`config.mk`:
```
export PLATFORM = sky130hd
export DESIGN_NAME = pkt_seq_chan
export DESIGN_NICKNAME = d
export VERILOG_FILES = /design/src/rtl/pkt_seq_pkg.sv /design/src/rtl/pkt_seq_chan.sv
export SDC_FILE = /design/constraint.sdc
export NUM_CORES = 1
export LEC_CHECK = 0
export BUFFER_PORTS_ARGS = -buffer_cell sky130_fd_sc_hd__buf_2
export CORE_UTILIZATION = 45
export CTS_CLUSTER_DIAMETER = 50
export DETAILED_ROUTE_END_ITERATION = 8
export GPL_TIMING_DRIVEN = 0
export HOLD_SLACK_MARGIN = 0.05
export PLACE_DENSITY = 0.76
export SYNTH_ARGS = -nofsm -noshare
export SYNTH_HDL_FRONTEND = slang
export SYNTH_SLANG_ARGS = --single-unit
export TNS_END_PERCENT = 1
```
`constraint.sdc`:
```
create_clock -name clk -period 6.8 [get_ports clk]
set_input_delay 1.36 -clock clk [delete_from_list [all_inputs] [get_ports clk]]
set_output_delay 1.36 -clock clk [all_outputs]
set_load 0.1 [all_outputs]
```
`src/rtl/pkt_seq_pkg.sv`:
```
// Shared constants for the receive-side packet sequence checker.
package pkt_seq_pkg;

  // Classification codes reported on chk_code
  localparam logic [3:0] CODE_OK         = 4'd0;
  localparam logic [3:0] CODE_FIRST      = 4'd1;
  localparam logic [3:0] CODE_GAP        = 4'd2;
  localparam logic [3:0] CODE_DUP        = 4'd3;
  localparam logic [3:0] CODE_NEWINT     = 4'd4;
  localparam logic [3:0] CODE_NEWINT_GAP = 4'd5;
  localparam logic [3:0] CODE_INT_SKIP   = 4'd6;
  localparam logic [3:0] CODE_RESYNC     = 4'd7;
  localparam logic [3:0] CODE_BADCH      = 4'd8;

  // Tag layout: {interval number, packet number within interval}
  localparam int INT_MSB = 31;
  localparam int INT_LSB = 16;
  localparam int PKT_MSB = 15;
  localparam int PKT_LSB = 0;

  // Modular differences at or above this are treated as "behind"
  localparam logic [15:0] HALF_RANGE = 16'h8000;

  typedef enum logic {CH_IDLE, CH_TRACK} ch_state_e;

  // Codes that raise the sticky error flag
  function automatic logic is_err_code(input logic [3:0] c);
    return (c == CODE_DUP) || (c == CODE_INT_SKIP) ||
           (c == CODE_RESYNC) || (c == CODE_BADCH);
  endfunction

endpackage

```
`src/rtl/pkt_seq_chan.sv`:
```
// One-channel sequence tracker: reference state, classification of the
// incoming tag, and the channel's three saturating statistics counters.
module pkt_seq_chan
  import pkt_seq_pkg::*;
#(
  parameter int CNT_W = 32
) (
  input  logic             clk,
  input  logic             clr_n,
  input  logic             ev_i,
  input  logic             cnt_clr_i,
  input  logic [31:0]      tag_i,
  output logic [3:0]       code_o,
  output logic [15:0]      lost_o,
  output logic [CNT_W-1:0] ok_cnt_o,
  output logic [CNT_W-1:0] lost_cnt_o,
  output logic [CNT_W-1:0] err_cnt_o
);

  localparam logic [CNT_W-1:0] CNT_MAX = {CNT_W{1'b1}};

  ch_state_e        state_q;
  logic [15:0]      exp_int_q, exp_int_d;
  logic [15:0]      exp_pkt_q, exp_pkt_d;
  logic [CNT_W-1:0] ok_q, lost_q, err_q;
  logic [CNT_W-1:0] lost_d;
  logic [CNT_W+16:0] lost_sum;

  logic [15:0] t_int, t_pkt, di, dp;
  assign t_int = tag_i[INT_MSB:INT_LSB];
  assign t_pkt = tag_i[PKT_MSB:PKT_LSB];
  assign di    = t_int - exp_int_q;
  assign dp    = t_pkt - exp_pkt_q;

  // Classify the tag and derive the next expected interval/packet
  always_comb begin
    code_o    = CODE_FIRST;
    lost_o    = '0;
    exp_int_d = t_int;
    exp_pkt_d = t_pkt + 16'd1;
    if (state_q == CH_TRACK) begin
      if (di == 16'd0) begin
        exp_int_d = exp_int_q;
        if (dp == 16'd0) begin
          code_o    = CODE_OK;
          exp_pkt_d = exp_pkt_q + 16'd1;
        end else if (dp < HALF_RANGE) begin
          code_o = CODE_GAP;
          lost_o = dp;
        end else begin
          // late/duplicate packet leaves the reference untouched
          code_o    = CODE_DUP;
          exp_pkt_d = exp_pkt_q;
        end
      end else if (di == 16'd1) begin
        exp_int_d = exp_int_q + 16'd1;
        if (t_pkt == 16'd0) begin
          code_o = CODE_NEWINT;
        end else begin
          code_o = CODE_NEWINT_GAP;
          lost_o = t_pkt;
        end
      end else if (di < HALF_RANGE) begin
        code_o = CODE_INT_SKIP;
      end else begin
        code_o = CODE_RESYNC;
      end
    end
  end

  // Lost-packet accumulate, saturating instead of wrapping
  always_comb begin
    lost_sum = {17'd0, lost_q} + {{(CNT_W+1){1'b0}}, lost_o};
    if (lost_sum > {17'd0, CNT_MAX}) lost_d = CNT_MAX;
    else                             lost_d = lost_sum[CNT_W-1:0];
  end

  // Reference state: leaves IDLE on the first event, only reset returns it
  always_ff @(posedge clk or negedge clr_n) begin
    if (!clr_n) begin
      state_q   <= CH_IDLE;
      exp_int_q <= '0;
      exp_pkt_q <= '0;
    end else if (ev_i) begin
      state_q   <= CH_TRACK;
      exp_int_q <= exp_int_d;
      exp_pkt_q <= exp_pkt_d;
    end
  end

  // Statistics counters; a same-cycle clear discards the event's contribution
  always_ff @(posedge clk or negedge clr_n) begin
    if (!clr_n) begin
      ok_q   <= '0;
      lost_q <= '0;
      err_q  <= '0;
    end else if (cnt_clr_i) begin
      ok_q   <= '0;
      lost_q <= '0;
      err_q  <= '0;
    end else if (ev_i) begin
      if ((code_o == CODE_OK || code_o == CODE_NEWINT) && ok_q != CNT_MAX)
        ok_q <= ok_q + 1'b1;
      lost_q <= lost_d;
      if ((code_o == CODE_DUP || code_o == CODE_INT_SKIP || code_o == CODE_RESYNC) &&
          err_q != CNT_MAX)
        err_q <= err_q + 1'b1;
    end
  end

  assign ok_cnt_o   = ok_q;
  assign lost_cnt_o = lost_q;
  assign err_cnt_o  = err_q;

endmodule

```
==> summary.txt, run 1 <==
GP Congestion = 0.9488
Core ar. = 22,850 um^2
clock power share = 40.6%
Filler cells = 2,120
Die Ht = 155.3 um
Sw Ratio = 36.05%
1st-iter DRT viols = 1,078
Final period util = 97.77%
post-DP HPWL = 23,770 um
Min-Delay Path Class = reg2reg
CP max FO = 7
EDFF count, synth = 0
Post-Syn Nets = 1,381
IO buf count = 149
final WL = 32,740 um
n_diodes = 0
Most used DFF post-synth = dfrtp_1
final setup violation count = 0
Post-CTS Hold Buffers = 0
max-slew violation count = 0
asr flop ratio synth = 100.0%
Static Leak = 5.757 nW
Tot GR Track Use = 26.57%
Max Cap Viol = 0
register area share after synthesis = 30.53%
PD cells = 191.8 nW/um^2
IO Count = 152
area occupied by multi-input gates = 7083 um^2
synth warn = 0
Switching Power = 0.0008848 W
CP endpoint kind = register
first-pass GRT wire length = 51,730 um
commonest non-fill, non-tap cell in the layout = buf_2
worst vdd ir = 0.1461 mV
Final Hold Fails = 0
DR pass1 iterations = 6
drt wl/cell = 18.20 um
Comb power frac = 26.0%
Slew HR = 34.37%
worst-margin pin slew = 0.9769 ns
fin util = 56.02%
Startpoint Class = input port
Clock Latency Late Sink = 0.44 ns
H-tree levels = 4
commonest cells after routing, fill and taps aside = 149 x buf_2, 129 x dfrtp_1, 106 x nor2_1
syn_area_per_cell = 8.198 um^2
share of layout cells above drive strength 1 = 19.38%
clk buf depth = 2
Root Buffer = clkbuf_16
CP Class = in2reg
outcome = finished clean
Worst-path clk slew = 0.07 ns
total gr overflow = 0
register share of total power = 33.4%
CTS tree = yes
Die Span X = 155.3 um
top-area cell type share of the netlist area = 30.53%
Final Critical Period = 6.648 ns
Non-Filler Instances = 1,799
Internal = 0.001570 W
Synth-to-Final Area Change = 21.04%
Site Rows = 55
Final Power = 0.002455 W
f_max = 0.1504 GHz
Netlist Area Pre-Place = 10,580 um^2
post-route ant nets = 0
largest area contributor in the netlist = dfrtp_1
initial antenna violation count = 0
initial core utilization = 46.29%
CTS Buf Count = 17
DRC errors left = 0
critical path arrival = 7.00 ns
routed vias = 11,030
Sink Count = 129
Synth Register Bits = 129
sequential cell area = 3228 um^2
cell count after placement = 1,753
Mapped Cells = 1,290
DR vias/cell = 6.130
largest net degree at the start of global routing = 90
Cell variety after synth = 82
Final nets = 1,564
Die ar. = 24,120 um^2
vias in the first global route = 10,070
Area contributors post-synth = dfrtp_1 31%, ha_1 6.2%, a21oi_1 4.2%, nor2_1 3.8%, o21ai_0 3.6%
Critical Path RT = 7.15 ns
clock skew = 0.01523 ns
[stage by stage]
stage	TNS (ns)	hold WS [ns]	instance area [um^2]	setup WS [ns]
final	0	0.5024	12800	0.1517
after detailed placement	-31.92	0.4867	11870	-1.124
after CTS	0	0.5072	12540	0.001731
after global placement	-30.36	0.4792	11840	-1.076
after global routing	-0.04627	0.5096	12800	-0.01506
after floorplan	-15.10	0.4600	10700	-0.5630
[Yosys cell counts, types with 6 or more instances]
| cell type | number |
|---|---|
| a211oi_1 | 9 |
| a21o_1 | 28 |
| a21oi_1 | 89 |
| a22o_1 | 8 |
| a22oi_1 | 8 |
| a2bb2oi_1 | 7 |
| a311oi_1 | 18 |
| a31oi_1 | 17 |
| and2_1 | 15 |
| and3_1 | 29 |
| and4_1 | 12 |
| buf_6 | 6 |
| clkbuf_1 | 49 |
| dfrtp_1 | 129 |
| ha_1 | 52 |
| inv_1 | 62 |
| mux2_2 | 9 |
| mux2i_1 | 15 |
| nand2_1 | 98 |
| nand2b_1 | 12 |
| nand3_1 | 70 |
| nand4_1 | 30 |
| nand4b_1 | 6 |
| nor2_1 | 108 |
| nor2b_1 | 17 |
| nor3_1 | 37 |
| nor3b_1 | 10 |
| nor4_1 | 20 |
| nor4b_1 | 6 |
| o21a_1 | 13 |
| o21ai_0 | 77 |
| o22a_1 | 16 |
| o31ai_1 | 7 |
| or2_2 | 7 |
| or3_1 | 29 |
| or4_1 | 10 |
| xnor2_1 | 37 |
| xor2_1 | 25 |
[worst paths after layout]
kind / from / end / slack, ns / depth (start not counted)
setup / recovery: tag_i[16] / lost_cnt_o[30] / 0.15 / 28
hold / removal: exp_pkt_q[5] / exp_pkt_q[5] / 0.50 / 1
setup reg to reg: exp_int_q[7] / lost_cnt_o[30] / 0.70 / 28
hold reg to reg: exp_pkt_q[5] / exp_pkt_q[5] / 0.50 / 1
max in group asynchronous: clr_n / err_cnt_o[4] / 5.16 / 2
min in group asynchronous: clr_n / exp_pkt_q[1] / 0.84 / 1
[cells by family after synthesis]
kind of cell	Yosys count	share of synthesized area [%]
simple gates	529	26.48
other cells	1	0.03546
flops	129	30.53
mux	24	2.378
xor+xnor	62	5.135
fa+ha+maj	55	6.720
buf+inv	126	5.099
compound gates	364	23.63
[state kept, by name, indices dropped and copies added, names as in the netlist]
signal	flops
exp_int_q	16
lost_cnt_o	32
err_cnt_o	32
exp_pkt_q	16
state_q	1
ok_cnt_o	32
[worst max-delay path: stages]
cell,delay [ns]
clkbuf_4,0.15
inv_12,0.03
ha_4,0.16
fa_2,0.57
o211a_1,0.18
nand4_4,0.13
nor4_4,0.31
nand4_1,0.13
or4_4,0.61
nor4b_4,0.41
and2_4,0.24
buf_6,0.12
nand2_2,0.07
o31ai_4,0.07
ha_2,0.23
inv_2,0.05
fa_2,0.39
nor2b_4,0.14
o2111ai_2,0.16
nand3_2,0.13
a31oi_4,0.10
a21oi_2,0.21
o41a_1,0.22
and2_4,0.17
buf_8,0.11
nand2_1,0.07
or3_1,0.33
a21oi_1,0.14
[per-layer routing]
metal | vias up | part of all wire (%) | track usage, %
met2 | 493 | 45 | 42.11
met3 | 57 | 8.2 | 4.819
li1 | 5191 | - | -
met1 | 5287 | 44 | 36.48
met4 | 0 | 2.1 | 8.917
met5 | - | 0 | 0
[cell type report]
| class | count | share of cell area, % |
|---|---|---|
| plain buffers | 64 | 2.620 |
| multi-input cells | 1035 | 55.34 |
| inverters | 62 | 1.916 |
| clock inverters | 15 | 1.496 |
| repair buffers | 164 | 7.028 |
| clock buffers | 17 | 3.324 |
| well taps | 313 | 3.060 |
| flip-flops and latches | 129 | 25.22 |
[what timing repair did]
item,4_1_cts,5_1_grt
gates resized for setup,10,40
setup endpoints to repair,44,40
setup buffers,2,12
pin swaps,2,20
[power by group through the flow]
stage                     logic [W]  registers, W  clock network [W]
after floorplan            0.000401      0.000878                  0
after global placement     0.000591      0.000833                  0
after detailed placement   0.000603      0.000834                  0
after CTS                  0.000610      0.000820           0.000996
after global routing       0.000692      0.000824            0.00102
final                      0.000638      0.000821           0.000995
Power figures use the tool's default switching activity.
==> run 2, diff against run 1 <==
ABC_AREA = 1   (was unset)
==> run 2 against run 1 <==
Clock skew grew 0.00075 ns. Core utilization decreased by 2.6 points. Sequential power down 2%. Non-clock buffer count shrank 25. Routed wire length grew 11%. Clock power about the same. First-iteration DRC count is 4.2% lower. Final area is 8.7% higher. Area after synthesis grew 13%. Final cell count increased by 35%. Critical path depth grew 8. Critical path type unchanged. Largest power group unchanged.
==> summary.txt, run 2 <==
syn_area_per_cell = 6.292 um^2
Most used DFF post-synth = dfrtp_1
Max Cap Viol = 0
Site Rows = 59
routed vias = 12,860
final WL = 36,210 um
Core ar. = 26,060 um^2
count leader, synth = nand2_1
1st-iter DRT viols = 1,033
sequential cell area = 3228 um^2
f_max = 0.1555 GHz
register share of total power = 34.8%
PnR worst setup slack = 0.3710 ns
clock power share = 43.6%
vias in the first global route = 12,240
register area share after synthesis = 26.96%
drt wl/cell = 14.96 um
final setup violation count = 0
largest area contributor in the netlist = dfrtp_1
Switching Power = 0.0007611 W
hold slack = 0.4832 ns
Synth-to-Final Area Change = 16.23%
asr flop ratio synth = 100.0%
initial antenna violation count = 0
share of layout cells above drive strength 1 = 12.61%
peak per-stage delay on the critical path = 0.41 ns
EDFF count, synth = 0
Post-synth top cells = 602 x nand2_1, 279 x inv_1, 184 x nand3_1
Sw Ratio = 32.80%
Mapped Cells = 1,903
CTS Buf Count = 17
synth warn = 0
placed cell area = 13,260 um^2
PD cells = 166.7 nW/um^2
area occupied by multi-input gates = 7497 um^2
commonest non-fill, non-tap cell in the layout = nand2_1
Synth Register Bits = 129
slowest CP cell = fa_1
Root Buffer = clkbuf_16
n_diodes = 0
top-area cell type share of the netlist area = 26.96%
total gr overflow = 0
Setup WS pre-CTS = -0.2468 ns
post-DP HPWL = 28,240 um
Final Power = 0.002320 W
worst vdd ir = 0.1636 mV
Final Critical Period = 6.429 ns
GP Congestion = 0.9584
CTS tree = yes
Final period util = 94.54%
commonest cells after routing, fill and taps aside = 601 x nand2_1, 278 x inv_1, 183 x nand3_1
Worst-path clk slew = 0.07 ns
DR pass1 iterations = 7
Tot GR Track Use = 27.43%
initial core utilization = 45.95%
Post-Syn Nets = 1,994
clk buf depth = 2
Die ar. = 27,260 um^2
first-pass GRT wire length = 59,850 um
CP max FO = 10
max-slew violation count = 0
Comb power frac = 21.6%
Slew HR = 58.89%
largest net degree at the start of global routing = 68
Final Hold Fails = 0
Area contributors post-synth = dfrtp_1 27%, nand2_1 19%, inv_1 8.7%, nand3_1 7.7%, xor2_1 6.0%
outcome = finished clean
Min-Delay Path Class = reg2reg
Final nets = 2,164
Netlist Area Pre-Place = 11,970 um^2
IO buf count = 149
Post-CTS Hold Buffers = 0
Critical Path RT = 7.17 ns
Filler cells = 2,594
clock skew = 0.01598 ns
worst-margin pin slew = 0.6166 ns
Cell variety after synth = 47
Die Span X = 165.1 um
CP Class = in2reg
Die Ht = 165.1 um
H-tree levels = 4
DR vias/cell = 5.314
final std cell area, no fill = 13,920 um^2
Static Leak = 7.810 nW
critical path arrival = 6.80 ns
IO Count = 152
Sink Count = 129
Startpoint Class = input port
CP endpoint kind = register
DRC errors left = 0
post-route ant nets = 0
Internal = 0.001559 W
Clock Latency Late Sink = 0.43 ns
-- run 2: changes by cell type after synthesis, sizes merged, moves of 29 or more --
| cell | previous run | this run |
|---|---|---|
| a21oi | 90 | 49 |
| nand2 | 98 | 609 |
| or3 | 29 | 0 |
| xor2 | 25 | 83 |
| nand3 | 71 | 188 |
| nor2 | 108 | 168 |
| inv | 62 | 286 |
| clkbuf | 51 | 19 |
-- run 2: what timing repair did --
item,4_1_cts,5_1_grt
setup endpoints to repair,0,32
resized for setup,0,9
buffers inserted,0,1
-- run 2: cell families (layout without fill, tap and decap cells) --
family | after synthesis | after routing | synth area share (%)
AO/OA/AOI/OAI | 136 | 136 | 6.406
XOR/XNOR | 119 | 119 | 8.768
adder cells (fa/ha/maj) | 55 | 55 | 5.936
buffers and inverters | 340 | 522 | 11.28
flip-flops | 129 | 129 | 26.96
other | 1 | 1 | 0.03132
AND/OR/NAND/NOR | 1123 | 1123 | 40.62
-- run 2: final cells by class --
type | count | share of cell area [%]
Multi-Input combinational cell | 1434 | 53.88
Sequential cell | 129 | 23.20
Inverter | 288 | 7.813
Timing Repair Buffer | 151 | 5.655
Clock buffer | 17 | 3.057
Tap cell | 335 | 3.012
Buffer | 52 | 1.951
Clock inverter | 14 | 1.439
-- run 2: through the flow --
| stage | utilization (%) | setup TNS, ns | instances |
|---|---|---|---|
| global placement | 50.75 | -1.367 | 2387 |
| floorplan | - | 0 | 1903 |
| CTS | 53.28 | 0 | 2419 |
| finish | 53.40 | 0 | 2420 |
| global route | 53.40 | -0.2836 | 2420 |
| detailed placement | 50.88 | -3.643 | 2388 |
-- run 2: final timing paths --
| path | from | to | slack [ns] | cells past startpoint |
|---|---|---|---|---|
| hold / removal | exp_pkt_q[3] | exp_pkt_q[3] | 0.48 | 2 |
| setup / recovery | tag_i[16] | lost_cnt_o[9] | 0.37 | 36 |
| max in group asynchronous | clr_n | lost_cnt_o[4] | 5.09 | 2 |
| min in group asynchronous | clr_n | exp_int_q[12] | 0.94 | 1 |
| hold reg to reg | exp_pkt_q[3] | exp_pkt_q[3] | 0.48 | 2 |
| setup reg to reg | exp_int_q[0] | lost_cnt_o[9] | 1.04 | 34 |
-- run 2: critical path, delay by kind of cell --
kind / cells / cell delay, ns
AO/OA/AOI/OAI: 5 / 0.93
adder cells (fa/ha/maj): 4 / 1.26
buffers and inverters: 9 / 1.27
AND/OR/NAND/NOR: 18 / 1.95
-- run 2: power groups by stage --
stage	combinational, W	clock, W	sequential [W]
after floorplan	0.000354	0	0.000828
after global placement	0.000482	0	0.000821
after detailed placement	0.000493	0	0.000822
after CTS	0.000497	0.00103	0.000808
after global routing	0.000572	0.00106	0.000810
final	0.000501	0.00101	0.000808
-- run 2: per-layer routing --
metal	wire [um]	track usage [%]	up-vias
li1	-	-	6415
met1	16110	36.51	5937
met2	16930	45.83	452
met3	2475	4.496	57
met4	695	7.173	0
met5	0	0	-
